**config.mk**
```make
export PLATFORM = sky130hd
export DESIGN_NAME = pawn_move_scanner
export DESIGN_NICKNAME = d
export VERILOG_FILES = /design/src/rtl/pawn_move_scanner.sv
export SDC_FILE = /design/constraint.sdc
export NUM_CORES = 1
export LEC_CHECK = 0
export ABC_AREA = 1
export BUFFER_PORTS_ARGS = -buffer_cell sky130_fd_sc_hd__buf_2
export CORE_ASPECT_RATIO = 1.2
export CORE_MARGIN = 2
export CORE_UTILIZATION = 58
export DETAILED_ROUTE_END_ITERATION = 10
export HOLD_SLACK_MARGIN = 0.05
export PLACE_DENSITY = 0.86
export SYNTH_ARGS = -nofsm -noshare
export SYNTH_HDL_FRONTEND = slang
export SYNTH_SLANG_ARGS = --single-unit
```
**constraint.sdc**
```tcl
create_clock -name clk_i -period 2.4 [get_ports clk_i]
set_input_delay 0.36 -clock clk_i [delete_from_list [all_inputs] [get_ports clk_i]]
set_output_delay 0.36 -clock clk_i [all_outputs]
set_load 0.02 [all_outputs]
```
**src/rtl/pawn_move_scanner.sv**
```systemverilog
// rtl/pawn_move_scanner.sv - scans a 64-square pawn map and streams legal pawn advances
// One square is evaluated per cycle; each allowed advance is emitted as a valid/ready record.
module pawn_move_scanner (
    input  logic        clk_i,
    input  logic        reset_i,
    input  logic        start_i,
    input  logic        color_i,
    input  logic [63:0] pawnMap_i,
    output logic [5:0]  pos_o,
    output logic        colorPawn_o,
    input  logic [2:0]  allow_i,
    output logic        moveValid_o,
    input  logic        moveReady_i,
    output logic [5:0]  moveFrom_o,
    output logic [5:0]  moveTo_o,
    output logic        movePromo_o,
    output logic        busy_o,
    output logic        done_o,
    output logic [4:0]  moveCount_o
);

    typedef enum logic [2:0] {IDLE, SCAN, EMIT1, EMIT2, DONE} state_t;

    state_t      state_q, state_d;
    logic [5:0]  idx_q, idx_d;
    logic        color_q, color_d;
    logic [63:0] map_q, map_d;
    logic        promo_q, promo_d;
    logic        two_q, two_d;
    logic [4:0]  count_q, count_d;

    logic        last_sq;
    logic [4:0]  count_inc;

    assign last_sq   = (idx_q == 6'd63);
    assign count_inc = (count_q == 5'd16) ? count_q : count_q + 5'd1;

    always_ff @(posedge clk_i) begin
        if (reset_i) begin
            state_q <= IDLE;
            idx_q   <= 6'd0;
            color_q <= 1'b0;
            map_q   <= 64'd0;
            promo_q <= 1'b0;
            two_q   <= 1'b0;
            count_q <= 5'd0;
        end else begin
            state_q <= state_d;
            idx_q   <= idx_d;
            color_q <= color_d;
            map_q   <= map_d;
            promo_q <= promo_d;
            two_q   <= two_d;
            count_q <= count_d;
        end
    end

    always_comb begin
        state_d     = state_q;
        idx_d       = idx_q;
        color_d     = color_q;
        map_d       = map_q;
        promo_d     = promo_q;
        two_d       = two_q;
        count_d     = count_q;
        moveValid_o = 1'b0;
        moveFrom_o  = 6'd0;
        moveTo_o    = 6'd0;
        movePromo_o = 1'b0;

        case (state_q)
            IDLE: begin
                if (start_i) begin
                    color_d = color_i;
                    map_d   = pawnMap_i;
                    idx_d   = 6'd0;
                    count_d = 5'd0;
                    state_d = SCAN;
                end
            end
            SCAN: begin
                if (map_q[idx_q] && allow_i[0]) begin
                    promo_d = allow_i[2];
                    two_d   = allow_i[1];
                    state_d = EMIT1;
                end else if (map_q[idx_q] && allow_i[1]) begin
                    promo_d = allow_i[2];
                    two_d   = allow_i[1];
                    state_d = EMIT2;
                end else if (last_sq) begin
                    state_d = DONE;
                end else begin
                    idx_d = idx_q + 6'd1;
                end
            end
            EMIT1: begin
                moveValid_o = 1'b1;
                moveFrom_o  = idx_q;
                moveTo_o    = color_q ? idx_q - 6'd8 : idx_q + 6'd8;
                movePromo_o = promo_q;
                if (moveReady_i) begin
                    count_d = count_inc;
                    if (two_q) begin
                        state_d = EMIT2;
                    end else if (last_sq) begin
                        state_d = DONE;
                    end else begin
                        idx_d   = idx_q + 6'd1;
                        state_d = SCAN;
                    end
                end
            end
            EMIT2: begin
                moveValid_o = 1'b1;
                moveFrom_o  = idx_q;
                moveTo_o    = color_q ? idx_q - 6'd16 : idx_q + 6'd16;
                if (moveReady_i) begin
                    count_d = count_inc;
                    if (last_sq) begin
                        state_d = DONE;
                    end else begin
                        idx_d   = idx_q + 6'd1;
                        state_d = SCAN;
                    end
                end
            end
            DONE: begin
                state_d = IDLE;
            end
            default: begin
                state_d = IDLE;
            end
        endcase
    end

    assign pos_o       = idx_q;
    assign colorPawn_o = color_q;
    assign busy_o      = (state_q == SCAN) || (state_q == EMIT1) || (state_q == EMIT2);
    assign done_o      = (state_q == DONE);
    assign moveCount_o = count_q;

endmodule

```
==> run_results.csv, run 1 <==
group,metric,value,unit
route,drtIter0Drc,352,
clock_tree,clk_latency,350,ps
timing,min_period,2280,ps
grt,grt_start_max_net_pins,65,
timing,timing.hold.ws,263,ps
synth,yosys_register_bits,81,
power_and_ir_drop,p_per_area,1050,mW/mm²
final_layout,final_cells,770,
final_layout,multi_input_area,0.00210,mm²
synth,synth_ff_type,"dfxtp_1",
setup_path,cp.required,2040,ps
placement,port_buffers,99,
route,viasPerCell,5.55,
setup_path,end_kind,"output pin",
synth,syn-cell-area,0.00406,mm²
timing,rsz0062_at_grt,"no",
synth,syn_area_per_cell,6.78,µm²
synth,synth.net_count,675,
grt,grt_antenna_before_repair,0,
timing,finalClockSkew,6.36,ps
final_layout,nNetsFinal,754,
timing,fmax,439,MHz
timing,fin_setup_tns,0,ps
synth,synthXorXnorAreaFrac,0.863,%
power_and_ir_drop,p_int,2870,µW
floorplan,core.rowCount,33,
placement,dp_hpwl,7.30,mm
synth,ys_async_sr_fraction,0,%
grt,track_usage,28.3,%
clock_tree,cts_buffers,9,
floorplan,coreArea,0.00681,mm²
synth,ys_seq_area_share,40.0,%
floorplan,die_x,80.4,µm
clock_tree,clk_path_buf_depth,2,
final_layout,diodes,0,
clock_tree,numClockSinks,81,
final_layout,stdcell_area,0.00475,mm²
route,num_vias,4275,
placement,gp_congestion,0.930,
synth,synth-edff-count,0,
outcome,outcome,"complete, no violations",
synth,synth_top_family_by_area,"simple AND/OR/NAND/NOR gates",
route,ant_nets,0,
setup_path,cp.arrival,1920,ps
synth,yosys.area_share.adder,1.42,%
clock_tree,htree_levels,3,
synth,synthSimpleGateAreaFrac,37.1,%
route,drt_first_pass_iters,5,
min_path,min_path_type,"in -> reg",
clock_tree,cts_tree,"yes",
synth,ys_types,34,
final_layout,regArea,0.00162,mm²
grt,grt_first_pass_wirelength,17.1,mm
floorplan,top_level_ports,100,
synth,synth_mux_area_share,0,%
final_layout,fillers,612,
min_path,min_path_cells,3,
power_and_ir_drop,p_sw,2120,µW
grt,grt_pass1_vias,3852,
power_and_ir_drop,vdd_drop_max,0.000856,V
power_and_ir_drop,leakage,0.00199,µW
placement,dpl_cell_area,0.00454,mm²
floorplan,die_height,95.6,µm
synth,synth_compound_area_share,12.2,%
floorplan,die-area,0.00769,mm²
timing,worst_pin_slew,595,ps
setup_path,crit_type,"reg -> out",
timing,fin_crit_sh,95.0,%
final_layout,drive_gt1_share,20.9,%
clock_tree,cts_hold_buf,0,
power_and_ir_drop,p_seq_share,35.8,%
power_and_ir_drop,pwr-share-comb,42.7,%
setup_path,critPathMaxFanout,10,
synth,ys_warn_count,0,
route,routed_wl,10.6,mm
route,wl_per_cell,13.8,µm
clock_tree,ctsRootBufferMaster,"clkbuf_8",
route,drc,0,
timing,setup_viol,0,
final_layout,syn_to_final_growth,17.1,%
setup_path,worstRegToRegCells,13,
power_and_ir_drop,p_sw_share,42.5,%
grt,overflow,0,
floorplan,start_util,59.6,%
run,cap_violations,0,
clock_tree,cts-resized-gates,0,
setup_path,cp-start-kind,"flop",
placement,dp_cells,754,
synth,syn_inst,599,
clock_tree,clkTransAtPathRegs,80,ps
timing,drv_slew,0,
power_and_ir_drop,clkPwrFrac,21.4,%
timing,max_slew_margin,60.4,%
clock_tree,postCtsSetupBuffers,0,
timing,hold_viol_final,0,
[through the flow]
step | utilization [%] | worst slack, ps | power, µW
after global placement | 66.6 | 363 | 3830
final | 69.8 | 120 | 4990
after global routing | 69.8 | 22.0 | 5330
after floorplan | - | 441 | 3440
after detailed placement | 66.6 | 238 | 3910
after CTS | 69.7 | 127 | 4980
[state kept, by name (all words and copies together), names as in the netlist]
register and count:
map_q 64, pos_o 6, moveCount_o 5, state_q 3
colorPawn_o 1, promo_q 1, two_q 1
[worst max-delay path, stage by stage, from the launching register on]
cell and delay, ps:
dfxtp_1 500, inv_2 180, fa_1 470, xnor2_1 140
o22ai_1 100, buf_2 180
[routing by layer]
metal,up-vias,share of wire (%),global-route usage [%]
li1,2143,-,-
met1,1965,42,34.4
met2,148,50,50.3
met3,19,5.7,4.45
met4,0,1.7,10.5
met5,-,0,0
[cell type report]
type | instances | share of cell area [%]
inverters | 27 | 2.34
repair buffers | 112 | 12.6
multi-input cells | 447 | 44.3
well taps | 87 | 2.29
clock inverters | 6 | 1.74
clock buffers | 10 | 2.68
flip-flops and latches | 81 | 34.1
[cells by family (layout without fill, tap and decap cells)]
group | count (synthesis) | count (layout)
and+or+nand+nor | 345 | 345
adders and majority gates | 4 | 4
xor gates and xnor gates | 4 | 4
DFF | 81 | 81
AOI/OAI and AO/OA | 94 | 94
buffers and inverters | 71 | 155
[worst paths after layout]
path / from / to / slack, ps
worst max-delay path: pos_o[3] / moveTo_o[5] / 120
worst min-delay path: pawnMap_i[25] / map_q[25] / 260
worst max register to register: pos_o[0] / pos_o[2] / 220
worst min register to register: map_q[16] / map_q[16] / 470
[power by group through the flow]
| stage | clock [µW] | sequential, µW | combinational (µW) |
|---|---|---|---|
| 2_1_floorplan | 0 | 1780 | 1660 |
| 3_3_place_gp | 0 | 1800 | 2030 |
| 3_5_place_dp | 0 | 1810 | 2090 |
| 4_1_cts | 1080 | 1780 | 2120 |
| 5_1_grt | 1140 | 1820 | 2380 |
| 6_report | 1070 | 1790 | 2130 |
[cells in the final DEF, fill, tap and decap left out, drive strengths merged]
master,instances
buf,112
nor3b,2
nand4,3
nor2,30
nand3b,1
ha,3
nor3,6
a211oi,1
clkinv,3
clkbuf,10
a21boi,1
nand2,177
o211ai,3
dfxtp,81
bufinv,2
o21ai,8
fa,1
clkinvlp,1
nand3,126
o22ai,3
inv,27
a21oi,78
xnor2,2
xor2,2
[cell usage after synthesis, types with 4 or more instances]
cell      instances  area, µm²
buf_6             7       78.8
nor2_1           30        113
nand3_1         124        621
a21oi_1          78        390
nor3_1            5       25.0
buf_2             4       20.0
inv_1            22       82.6
dfxtp_1          81       1620
nand2_1         175        657
o21ai_0           5       25.0
clkbuf_1         27        101
Note: power is estimated with default switching activity, not from simulation.
==> run 2, diff against run 1 <==
Clock period 2.4 ns to 2.85 ns, I/O delays scaled along.
==> run_results.csv, run 2 (synthesized netlist as in run 1, its figures left out) <==
group,metric,value,unit
grt,grt_first_pass_wirelength,17.4,mm
floorplan,die-area,0.00769,mm²
setup_path,critPathMaxFanout,7,
final_layout,mostFrequentLayoutCell,"nand2_1",
route,ant_nets,0,
grt,overflow,0,
clock_tree,htree_levels,3,
route,num_vias,4295,
timing,fin_crit_sh,86.2,%
floorplan,core.rowCount,33,
timing,finalClockSkew,5.92,ps
min_path,min_path_cells,3,
grt,grt_antenna_before_repair,0,
timing,worst_pin_slew,621,ps
final_layout,largest_reg_flops,64,
grt,grt_pass1_vias,3886,
run,cap_violations,0,
timing,rsz0062_at_grt,"no",
route,wl_per_cell,13.8,µm
route,drt_first_pass_iters,5,
timing,drv_slew,0,
final_layout,final_cell_mix,"nand2_1 (174), nand3_1 (124), buf_2 (99)",
setup_path,cp.arrival,2030,ps
placement,dp_cells,750,
floorplan,top_level_ports,100,
clock_tree,cts_hold_buf,0,
final_layout,multi_input_area,0.00210,mm²
final_layout,regArea,0.00162,mm²
clock_tree,postCtsSetupBuffers,0,
clock_tree,clk_path_buf_depth,2,
placement,dp_hpwl,7.20,mm
clock_tree,clk_latency,360,ps
timing,max_slew_margin,58.6,%
final_layout,fillers,604,
final_layout,drive_gt1_share,20.5,%
setup_path,end_kind,"output pin",
floorplan,die_height,95.6,µm
route,drc,0,
grt,track_usage,28.7,%
timing,fin_setup_tns,0,ps
placement,gp_congestion,0.923,
setup_path,reg2reg_to,"pos_o[3]",
min_path,hold_end,"map_q[8]",
grt,grt_start_max_net_pins,66,
floorplan,start_util,59.6,%
setup_path,cp-start-kind,"flop",
power_and_ir_drop,power,4280,µW
outcome,outcome,"complete, no violations",
route,viasPerCell,5.61,
min_path,min_path_type,"in -> reg",
final_layout,diodes,0,
clock_tree,cts_buffers,9,
setup_path,rrSetupSlack,540,ps
setup_path,r2r-start,"pos_o[1]",
final_layout,final_cells,766,
placement,port_buffers,99,
power_and_ir_drop,p_per_area,899,mW/mm²
timing,setup_viol,0,
clock_tree,numClockSinks,81,
floorplan,die_x,80.4,µm
setup_path,cp.required,2420,ps
timing,min_period,2460,ps
setup_path,worstRegToRegCells,12,
timing,fmax,407,MHz
power_and_ir_drop,vdd_drop_max,0.000541,V
power_and_ir_drop,leakage,0.00198,µW
final_layout,syn_to_final_growth,17.3,%
final_layout,nNetsFinal,750,
setup_path,crit_type,"reg -> out",
final_layout,top_register,"map_q",
clock_tree,cts-resized-gates,0,
min_path,worstHoldStart,"pawnMap_i[8]",
clock_tree,clkTransAtPathRegs,80,ps
route,routed_wl,10.6,mm
floorplan,coreArea,0.00681,mm²
timing,hold_viol_final,0,
route,drtIter0Drc,293,
clock_tree,ctsRootBufferMaster,"clkbuf_8",
clock_tree,cts_tree,"yes",
## run 2: changes by cell type in the layout (fill, tap and decap cells not counted), sizes merged
cell and delta:
buf -4, bufinv +1, clkinvlp +1, clkbuf -1
clkinv -1
## run 2: worst max-delay path by stage
stage                     startpoint          end  slack [ps]
after floorplan             pos_o[4]  moveTo_o[5]         820
after global placement      pos_o[0]     pos_o[2]         700
after detailed placement    pos_o[0]     pos_o[0]         610
after CTS                   pos_o[4]  moveTo_o[5]         410
after global routing        pos_o[0]     pos_o[3]         320
final                       pos_o[4]  moveTo_o[5]         390
## run 2: metal layers
layer  up-vias  GRT usage (%)  share of wire (%)
met4         0           10.7                1.4
li1       2138              -                  -
met1      1985           37.0                 42
met2       160           49.1                 50
met5         -              0                  0
met3        12           3.60                5.8
## run 2: area by class of cell
cell class	count	area share, %
clock inverter	7	2.50
sequential	81	34.1
clock buffer	9	2.60
multi-input combinational	447	44.1
inverter	27	2.34
tap	87	2.29
timing repair buffer	108	12.1
## run 2: where the power goes
group	internal [µW]	leakage, µW	switching (µW)
clock network	581	0.000115	431
registers	1360	0.000662	170
logic	558	0.00120	1180
## run 2: stage by stage
step	util (%)	area [µm²]	worst slack [ps]	hold WS, ps
global route	69.9	4760	316	341
global placement	66.3	4520	702	450
floorplan	-	4060	823	430
finish	69.9	4760	394	331
CTS	69.9	4760	413	328
detailed placement	66.3	4520	615	454
## run 2: critical path: stages, from the launching register on
cell and delay (ps):
dfxtp_1 540, inv_1 250, fa_1 460, xnor2_1 140, o22ai_1 100, buf_2 180
